### config.mk
export PLATFORM = sky130hd
export DESIGN_NAME = fifo_ctrl_16x32_flat
export DESIGN_NICKNAME = d
export VERILOG_FILES = /design/src/rtl/fifo_ctrl_16x32_if.sv /design/src/rtl/fifo_ctrl_16x32.sv /design/src/flat_wrapper.sv
export SDC_FILE = /design/constraint.sdc
export NUM_CORES = 1
export LEC_CHECK = 0
export CAP_MARGIN = 15
export CORE_ASPECT_RATIO = 1.5
export CORE_MARGIN = 1
export CORE_UTILIZATION = 39
export CTS_BUF_LIST = sky130_fd_sc_hd__clkbuf_4 sky130_fd_sc_hd__clkbuf_8 sky130_fd_sc_hd__clkbuf_16
export DETAILED_ROUTE_END_ITERATION = 6
export PLACE_DENSITY = 0.86
export SETUP_SLACK_MARGIN = 0.05
export SLEW_MARGIN = 20
export SYNTH_ARGS = -nofsm -noshare
export SYNTH_HDL_FRONTEND = slang
export SYNTH_SLANG_ARGS = --single-unit
### constraint.sdc
create_clock -name Clk -period 3.3 [get_ports Clk]
set_input_delay 0.99 -clock Clk [delete_from_list [all_inputs] [get_ports Clk]]
set_output_delay 0.99 -clock Clk [all_outputs]
set_load 0.01 [all_outputs]
### src/rtl/fifo_ctrl_16x32_if.sv
// Client, memory and status signals of the 16x32 FIFO controller.
// The slave modport is the controller; the master modport is the client/memory side.
interface fifo_ctrl_16x32_if #(
  parameter int ADDR_W = 4
);
  logic              Push;
  logic [31:0]       Push_data;
  logic              Pop;
  logic              Wr_en;
  logic [ADDR_W-1:0] Wr_addr;
  logic [31:0]       Data_in;
  logic              Rd_en;
  logic [ADDR_W-1:0] Rd_addr;
  logic [31:0]       Mem_rdata;
  logic [31:0]       Rd_data;
  logic              Rd_valid;
  logic              Full;
  logic              Empty;
  logic              Almost_full;
  logic              Almost_empty;
  logic [ADDR_W:0]   Count;
  logic              Overflow;
  logic              Underflow;

  modport master (
    output Push, Push_data, Pop, Mem_rdata,
    input  Wr_en, Wr_addr, Data_in, Rd_en, Rd_addr, Rd_data, Rd_valid,
           Full, Empty, Almost_full, Almost_empty, Count, Overflow, Underflow
  );

  modport slave (
    input  Push, Push_data, Pop, Mem_rdata,
    output Wr_en, Wr_addr, Data_in, Rd_en, Rd_addr, Rd_data, Rd_valid,
           Full, Empty, Almost_full, Almost_empty, Count, Overflow, Underflow
  );
endinterface

### src/rtl/fifo_ctrl_16x32.sv
// FIFO controller driving a 16x32 dual-port memory from Push/Pop requests.
// Define FIFO_ERR_FLAGS_EN to build the sticky Overflow/Underflow flags.
module fifo_ctrl_16x32 #(
  parameter int ADDR_W   = 4,
  parameter int AF_LEVEL = 14,
  parameter int AE_LEVEL = 2
) (
  input logic Clk,
  input logic Rst,
  fifo_ctrl_16x32_if.slave bus
);

  localparam logic [ADDR_W:0] DEPTH_C = (ADDR_W+1)'(2**ADDR_W);
  localparam logic [ADDR_W:0] AF_C    = (ADDR_W+1)'(AF_LEVEL);
  localparam logic [ADDR_W:0] AE_C    = (ADDR_W+1)'(AE_LEVEL);
  localparam logic [ADDR_W:0] ONE_C   = (ADDR_W+1)'(1);

  logic [ADDR_W-1:0] wr_ptr;
  logic [ADDR_W-1:0] rd_ptr;
  logic [ADDR_W:0]   count;
  logic [ADDR_W:0]   count_nxt;
  logic              full_q;
  logic              empty_q;
  logic              af_q;
  logic              ae_q;
  logic [31:0]       rd_data_q;
  logic              rd_valid_q;
  logic              push_acc;
  logic              pop_acc;

  // Gating by Rst drops the enables the moment reset asserts, before any edge
  assign push_acc = bus.Push & ~full_q & Rst;
  assign pop_acc  = bus.Pop & ~empty_q & Rst;

  always_comb begin
    count_nxt = count;
    if (push_acc && !pop_acc) begin
      count_nxt = count + ONE_C;
    end else if (pop_acc && !push_acc) begin
      count_nxt = count - ONE_C;
    end
  end

  always_ff @(posedge Clk or negedge Rst) begin
    if (!Rst) begin
      wr_ptr     <= '0;
      rd_ptr     <= '0;
      count      <= '0;
      full_q     <= 1'b0;
      empty_q    <= 1'b1;
      af_q       <= 1'b0;
      ae_q       <= 1'b1;
      rd_data_q  <= '0;
      rd_valid_q <= 1'b0;
    end else begin
      if (push_acc) begin
        wr_ptr <= wr_ptr + 1'b1;
      end
      if (pop_acc) begin
        rd_ptr    <= rd_ptr + 1'b1;
        rd_data_q <= bus.Mem_rdata;
      end
      rd_valid_q <= pop_acc;
      count      <= count_nxt;
      // Flags come from the next occupancy so they are exact in the cycle they appear
      full_q     <= (count_nxt == DEPTH_C);
      empty_q    <= (count_nxt == '0);
      af_q       <= (count_nxt >= AF_C);
      ae_q       <= (count_nxt <= AE_C);
    end
  end

`ifdef FIFO_ERR_FLAGS_EN
  logic ovf_q;
  logic udf_q;

  always_ff @(posedge Clk or negedge Rst) begin
    if (!Rst) begin
      ovf_q <= 1'b0;
      udf_q <= 1'b0;
    end else begin
      if (bus.Push && full_q) begin
        ovf_q <= 1'b1;
      end
      if (bus.Pop && empty_q) begin
        udf_q <= 1'b1;
      end
    end
  end

  assign bus.Overflow  = ovf_q;
  assign bus.Underflow = udf_q;
`else
  assign bus.Overflow  = 1'b0;
  assign bus.Underflow = 1'b0;
`endif

  assign bus.Wr_en        = push_acc;
  assign bus.Wr_addr      = wr_ptr;
  assign bus.Data_in      = bus.Push_data;
  assign bus.Rd_en        = pop_acc;
  assign bus.Rd_addr      = rd_ptr;
  assign bus.Rd_data      = rd_data_q;
  assign bus.Rd_valid     = rd_valid_q;
  assign bus.Full         = full_q;
  assign bus.Empty        = empty_q;
  assign bus.Almost_full  = af_q;
  assign bus.Almost_empty = ae_q;
  assign bus.Count        = count;

endmodule

### src/flat_wrapper.sv
// flat-port wrapper written by rule: the top's interface ports become plain ports
module fifo_ctrl_16x32_flat 
#(
  parameter int ADDR_W   = 4,
  parameter int AF_LEVEL = 14,
  parameter int AE_LEVEL = 2
)
  (Clk, Rst, bus_Push, bus_Push_data, bus_Pop, bus_Mem_rdata, bus_Wr_en, bus_Wr_addr, bus_Data_in, bus_Rd_en, bus_Rd_addr, bus_Rd_data, bus_Rd_valid, bus_Full, bus_Empty, bus_Almost_full, bus_Almost_empty, bus_Count, bus_Overflow, bus_Underflow);
  fifo_ctrl_16x32_if #(.ADDR_W(ADDR_W)) bus_i ();
  input logic Clk;
  input logic Rst;
  input wire logic [$bits(bus_i.Push)-1:0] bus_Push;
  input wire logic [$bits(bus_i.Push_data)-1:0] bus_Push_data;
  input wire logic [$bits(bus_i.Pop)-1:0] bus_Pop;
  input wire logic [$bits(bus_i.Mem_rdata)-1:0] bus_Mem_rdata;
  output wire logic [$bits(bus_i.Wr_en)-1:0] bus_Wr_en;
  output wire logic [$bits(bus_i.Wr_addr)-1:0] bus_Wr_addr;
  output wire logic [$bits(bus_i.Data_in)-1:0] bus_Data_in;
  output wire logic [$bits(bus_i.Rd_en)-1:0] bus_Rd_en;
  output wire logic [$bits(bus_i.Rd_addr)-1:0] bus_Rd_addr;
  output wire logic [$bits(bus_i.Rd_data)-1:0] bus_Rd_data;
  output wire logic [$bits(bus_i.Rd_valid)-1:0] bus_Rd_valid;
  output wire logic [$bits(bus_i.Full)-1:0] bus_Full;
  output wire logic [$bits(bus_i.Empty)-1:0] bus_Empty;
  output wire logic [$bits(bus_i.Almost_full)-1:0] bus_Almost_full;
  output wire logic [$bits(bus_i.Almost_empty)-1:0] bus_Almost_empty;
  output wire logic [$bits(bus_i.Count)-1:0] bus_Count;
  output wire logic [$bits(bus_i.Overflow)-1:0] bus_Overflow;
  output wire logic [$bits(bus_i.Underflow)-1:0] bus_Underflow;
  assign bus_i.Push = bus_Push;
  assign bus_i.Push_data = bus_Push_data;
  assign bus_i.Pop = bus_Pop;
  assign bus_i.Mem_rdata = bus_Mem_rdata;
  assign bus_Wr_en = bus_i.Wr_en;
  assign bus_Wr_addr = bus_i.Wr_addr;
  assign bus_Data_in = bus_i.Data_in;
  assign bus_Rd_en = bus_i.Rd_en;
  assign bus_Rd_addr = bus_i.Rd_addr;
  assign bus_Rd_data = bus_i.Rd_data;
  assign bus_Rd_valid = bus_i.Rd_valid;
  assign bus_Full = bus_i.Full;
  assign bus_Empty = bus_i.Empty;
  assign bus_Almost_full = bus_i.Almost_full;
  assign bus_Almost_empty = bus_i.Almost_empty;
  assign bus_Count = bus_i.Count;
  assign bus_Overflow = bus_i.Overflow;
  assign bus_Underflow = bus_i.Underflow;
  fifo_ctrl_16x32 #(.ADDR_W(ADDR_W), .AF_LEVEL(AF_LEVEL), .AE_LEVEL(AE_LEVEL)) u_core (.Clk(Clk), .Rst(Rst), .bus(bus_i));
endmodule
# Yosys cells after proc, flatten, opt, wreduce, memory -nomap -nowiden
# Cells that the tools add are included.
# word_totals
romBits,0
ramBits,0
reg_bits,50
inputBits,68
wordCells,29
n_memories,0
latch_bits,0
# classes
shift,0
n_addsub,4
magnitude_cmp,2
bitwise,6
reduce_logical,5
eq_ne,1
n_mux,2
mul,0
n_div,0
# op_table
cell,count
$mux 5,2
$add 4x1->4 const B,2
$add 5x1->5 const B,1
$eq 5x5->1 const B,1
$ge 5x4->1 const B,1
$le 5x2->1 const B,1
$logic_not 5->1,1
$sub 5x1->5 const B,1
$and 1x1->1,4
$logic_and 1x1->1,2
$logic_not 1->1,2
$not 1->1,2

# Depth between registers and ports, before layout
# depth
depth_word,8
depth_mapped,7
mapped_depth_nobuf,7

# Least setup slack after synthesis
# OpenSTA, ideal clock, no wires.
# synth_path
path_kind,input to output
startpoint,input port bus_Push
endpoint,output port bus_Wr_en
arrival_time_ps,1557
slack_ps,753
n_path_buf,1
cell_stages,3
cell_sequence,nor2b_1 > and2_1 > clkbuf_1
# synth_via
elab_chain_cells,2
# synth_rtl
element,line_no,source
"start, declared",flat_wrapper.sv:12,input wire logic [$bits(bus_i.Push)-1:0] bus_Push;
$and 1x1->1 (2 in series),fifo_ctrl_16x32.sv:32,assign push_acc = bus.Push & ~full_q & Rst;
"end, declared",flat_wrapper.sv:16,output wire logic [$bits(bus_i.Wr_en)-1:0] bus_Wr_en;
# Every way passes these cells.

# Worst setup path after layout
# Same ends and word-level chain as after synthesis.

==> summary.txt <==
Outcome
  • Status: finished clean

CTS
  • CTS sink cnt: 50
  • Worst skew pair latency: 0.29 ns
  • Clock transition at path regs: 0.08 ns
  • Clock tree from TritonCTS: done
  • Longest Clk Path Bufs: 2
  • Total CTS buffers: 5
  • H-tree Lvls: 2
  • Hold buffers post-CTS: 0
  • Clk root buf: clkbuf_8

Final layout
  • P&R area growth vs syn: 35.4%
  • Share of cells above drive strength 1: 0.244
  • Multi-input logic area: 773 um2
  • Ant diodes: 0
  • NumNets Final: 309
  • Sequential Area: 0.00125 mm2
  • Fill cells: 519

Yosys
  • Yosys reg bits: 50
  • Most frequent cell after synthesis: dfrtp_1
  • FFs w/ async S/R, synth: 1.00
  • Main synth FF type: dfrtp_1
  • Synth top area share: 0.517
  • Sequential area share after synthesis: 0.539
  • Biggest area consumer among synthesized cells: dfrtp_1
  • Area contributors post-synth: dfrtp_1, mux2_2, buf_4, dfstp_2, xnor2_1
  • Post-synth EDFFs: 0
  • Post-Syn Area: 0.00232 mm2
  • Commonest cells post-synth: dfrtp_1, buf_4, mux2_2
  • Syn Inst Count: 176
  • Avg Cell Area, Syn: 13.2 um2
  • Yosys warns: 0
  • Synth unique cells: 35

Timing
  • Final setup viols: 0
  • Post-route minimum period: 3.02 ns
  • TNS Setup: 0 ns
  • RSZ-0062 raised after global routing: false
  • Final Cycle Share: 0.915
  • Final Hold Viols: 0
  • Final clock skew: 0.00466 ns
  • Final worst slack: 0.279 ns
  • Max Slew Vio Count: 0
  • Fmax: 331 MHz

Global route
  • Vias in the first global route: 1443
  • Global-route wire length before repair: 6660 um
  • Global Route Usage Sum: 0.143
  • Maximum number of pins on one net before global-route repair: 40
  • Grt ovf: 0
  • Initial antenna violation count: 0

Drt
  • Vias: 1479
  • Vias per cell: 4.77
  • Initial detailed-routing violation count: 32
  • Detail Route Antenna Nets: 0
  • Routed WL: 4600 um
  • Drt pass-1 iters: 4
  • Drt wl/cell: 14.8 um
  • Drt drc: 0

Floorplanning
  • Std cell rows: 34
  • Die width: 65.0 um
  • CORE AREA: 0.00579 mm2
  • Die ar.: 0.00628 mm2
  • IO Pins: 154
  • Starting density of the core: 0.402
  • Die height: 96.6 um

Critical path
  • Register-to-Register Path Depth: 7
  • Crit Path Category: input pin to output port
  • Req. time, crit path: 2.31 ns
  • Max Fanout on Critical Path: 2
  • Cell family with most CP delay: buffers and inverters
  • Largest stage delay on the critical path: 0.47 ns
  • Worst path buffer plus inverter count: 2
  • CP endpoint kind: output port
  • Critical path, cell by cell: clkdlybuf4s50_1, nor2b_1, and2_1, dlygate4sd2_1
  • Crit path launch type: input pin
  • Crit path depth: 4
  • Critical path data arrival time: 2.03 ns
  • Crit-path slowest cell: clkdlybuf4s50_1

Power
  • VDD IR max: 0.000564 V
  • Pwr per Cell Area: 785 mW/mm2
  • Pleak: 1.31 nW

Place
  • Port bufs: 87
  • GPL Wtd Cong: 0.772
  • Post-DP HPWL: 3420 um
  • Worst slack, placed: 0.00340 ns

Hold path
  • Worst Hold Depth: 1
  • Worst hold-check path type: register to register

Run
  • Max cap viols: 0
layout by cell type (no fill, tap or decap), types with 2 or more instances in the layout:
cell and count:
xor2_1 2, nor2_1 3, nand2b_1 2, buf_4 5, xnor2_1 6, ha_1 4, conb_1 2, nor4_1 2
clkbuf_8 5, nand2_1 5, o21ai_1 3, dfstp_2 2, clkdlybuf4s50_1 84, nand4_1 4, xor2_2 2, dfrtp_1 48
mux2_2 34, inv_1 3
per-layer routing:
layer / wire length [um] / vias up / track usage
li1: - / 682 / -
met1: 1730 / 726 / 0.144
met2: 2470 / 59 / 0.269
met3: 297 / 12 / 0.0282
met4: 106 / 0 / 0.0815
met5: 0 / - / 0
where the power goes:
group	switching, mW	internal (mW)
logic	0.409	0.633
clock network	0.188	0.234
registers	0.172	0.834
registers in the layout (all words and copies together), names as in the netlist:
register / flops
u_core.bus.Count: 5
u_core.bus.Rd_data: 32
u_core.bus.Full: 1
u_core.bus.Empty: 1
u_core.bus.Almost_empty: 1
u_core.bus.Rd_valid: 1
u_core.bus.Almost_full: 1
u_core.bus.Wr_addr: 4
u_core.bus.Rd_addr: 4
logic make-up (layout without fill, tap and decap cells):
| group | after synthesis | after routing | synth area share |
|---|---|---|---|
| adder cells (fa/ha/maj) | 4 | 4 | 0.0215 |
| buffers and inverters | 42 | 103 | 0.130 |
| multiplexers | 34 | 34 | 0.165 |
| XOR/XNOR | 10 | 10 | 0.0441 |
| AND/OR/NAND/NOR | 24 | 24 | 0.0614 |
| flip-flops | 50 | 50 | 0.539 |
| other | 1 | 2 | 0.00161 |
| AO/OA/AOI/OAI | 11 | 11 | 0.0377 |
worst reg2reg max path, cell delays in order, from the launching register on:
cell,delay [ns]
dfstp_2,0.39
and3b_4,0.30
buf_4,0.42
nand3_2,0.16
o22ai_2,0.15
xnor2_1,0.16
inv_1,0.12
nor4_1,0.34
layout make-up:
| cell class | instances | area share |
|---|---|---|
| inverter | 3 | 0.00358 |
| tap | 72 | 0.0286 |
| timing repair buffer | 92 | 0.287 |
| clock buffer | 6 | 0.0243 |
| sequential | 50 | 0.398 |
| clock inverter | 2 | 0.0119 |
| multi-input combinational | 85 | 0.246 |
worst paths after layout:
check,start,to,slack [ns]
min reg2reg,u_core.bus.Rd_addr[3],u_core.bus.Rd_addr[3],0.47
min,u_core.bus.Rd_addr[3],u_core.bus.Rd_addr[3],0.47
max reg2reg,u_core.bus.Empty,u_core.bus.Empty,1.16
max in group asynchronous,Rst,u_core.bus.Rd_addr[1],2.10
min in group asynchronous,Rst,u_core.bus.Wr_addr[0],0.54
max,bus_Push,bus_Wr_en,0.28
timing repair:
item	4_1_cts	5_1_grt
setup endpoints to repair	1	1
buffers inserted	0	0
pin swaps	0	0
gates cloned	0	0
gates resized for setup	1	1
through the flow:
stage	hold WS, ns	util	power [mW]	instance area (um2)	std cells
after detailed placement	0.473	0.524	2.07	3030	302
after global routing	0.499	0.544	2.62	3150	310
final	0.475	0.544	2.47	3150	310
after floorplan	0.508	-	1.52	2330	177
after CTS	0.486	0.543	2.50	3140	310
after global placement	0.460	0.524	2.04	3030	302
Note: power is estimated with default switching activity, not from simulation.
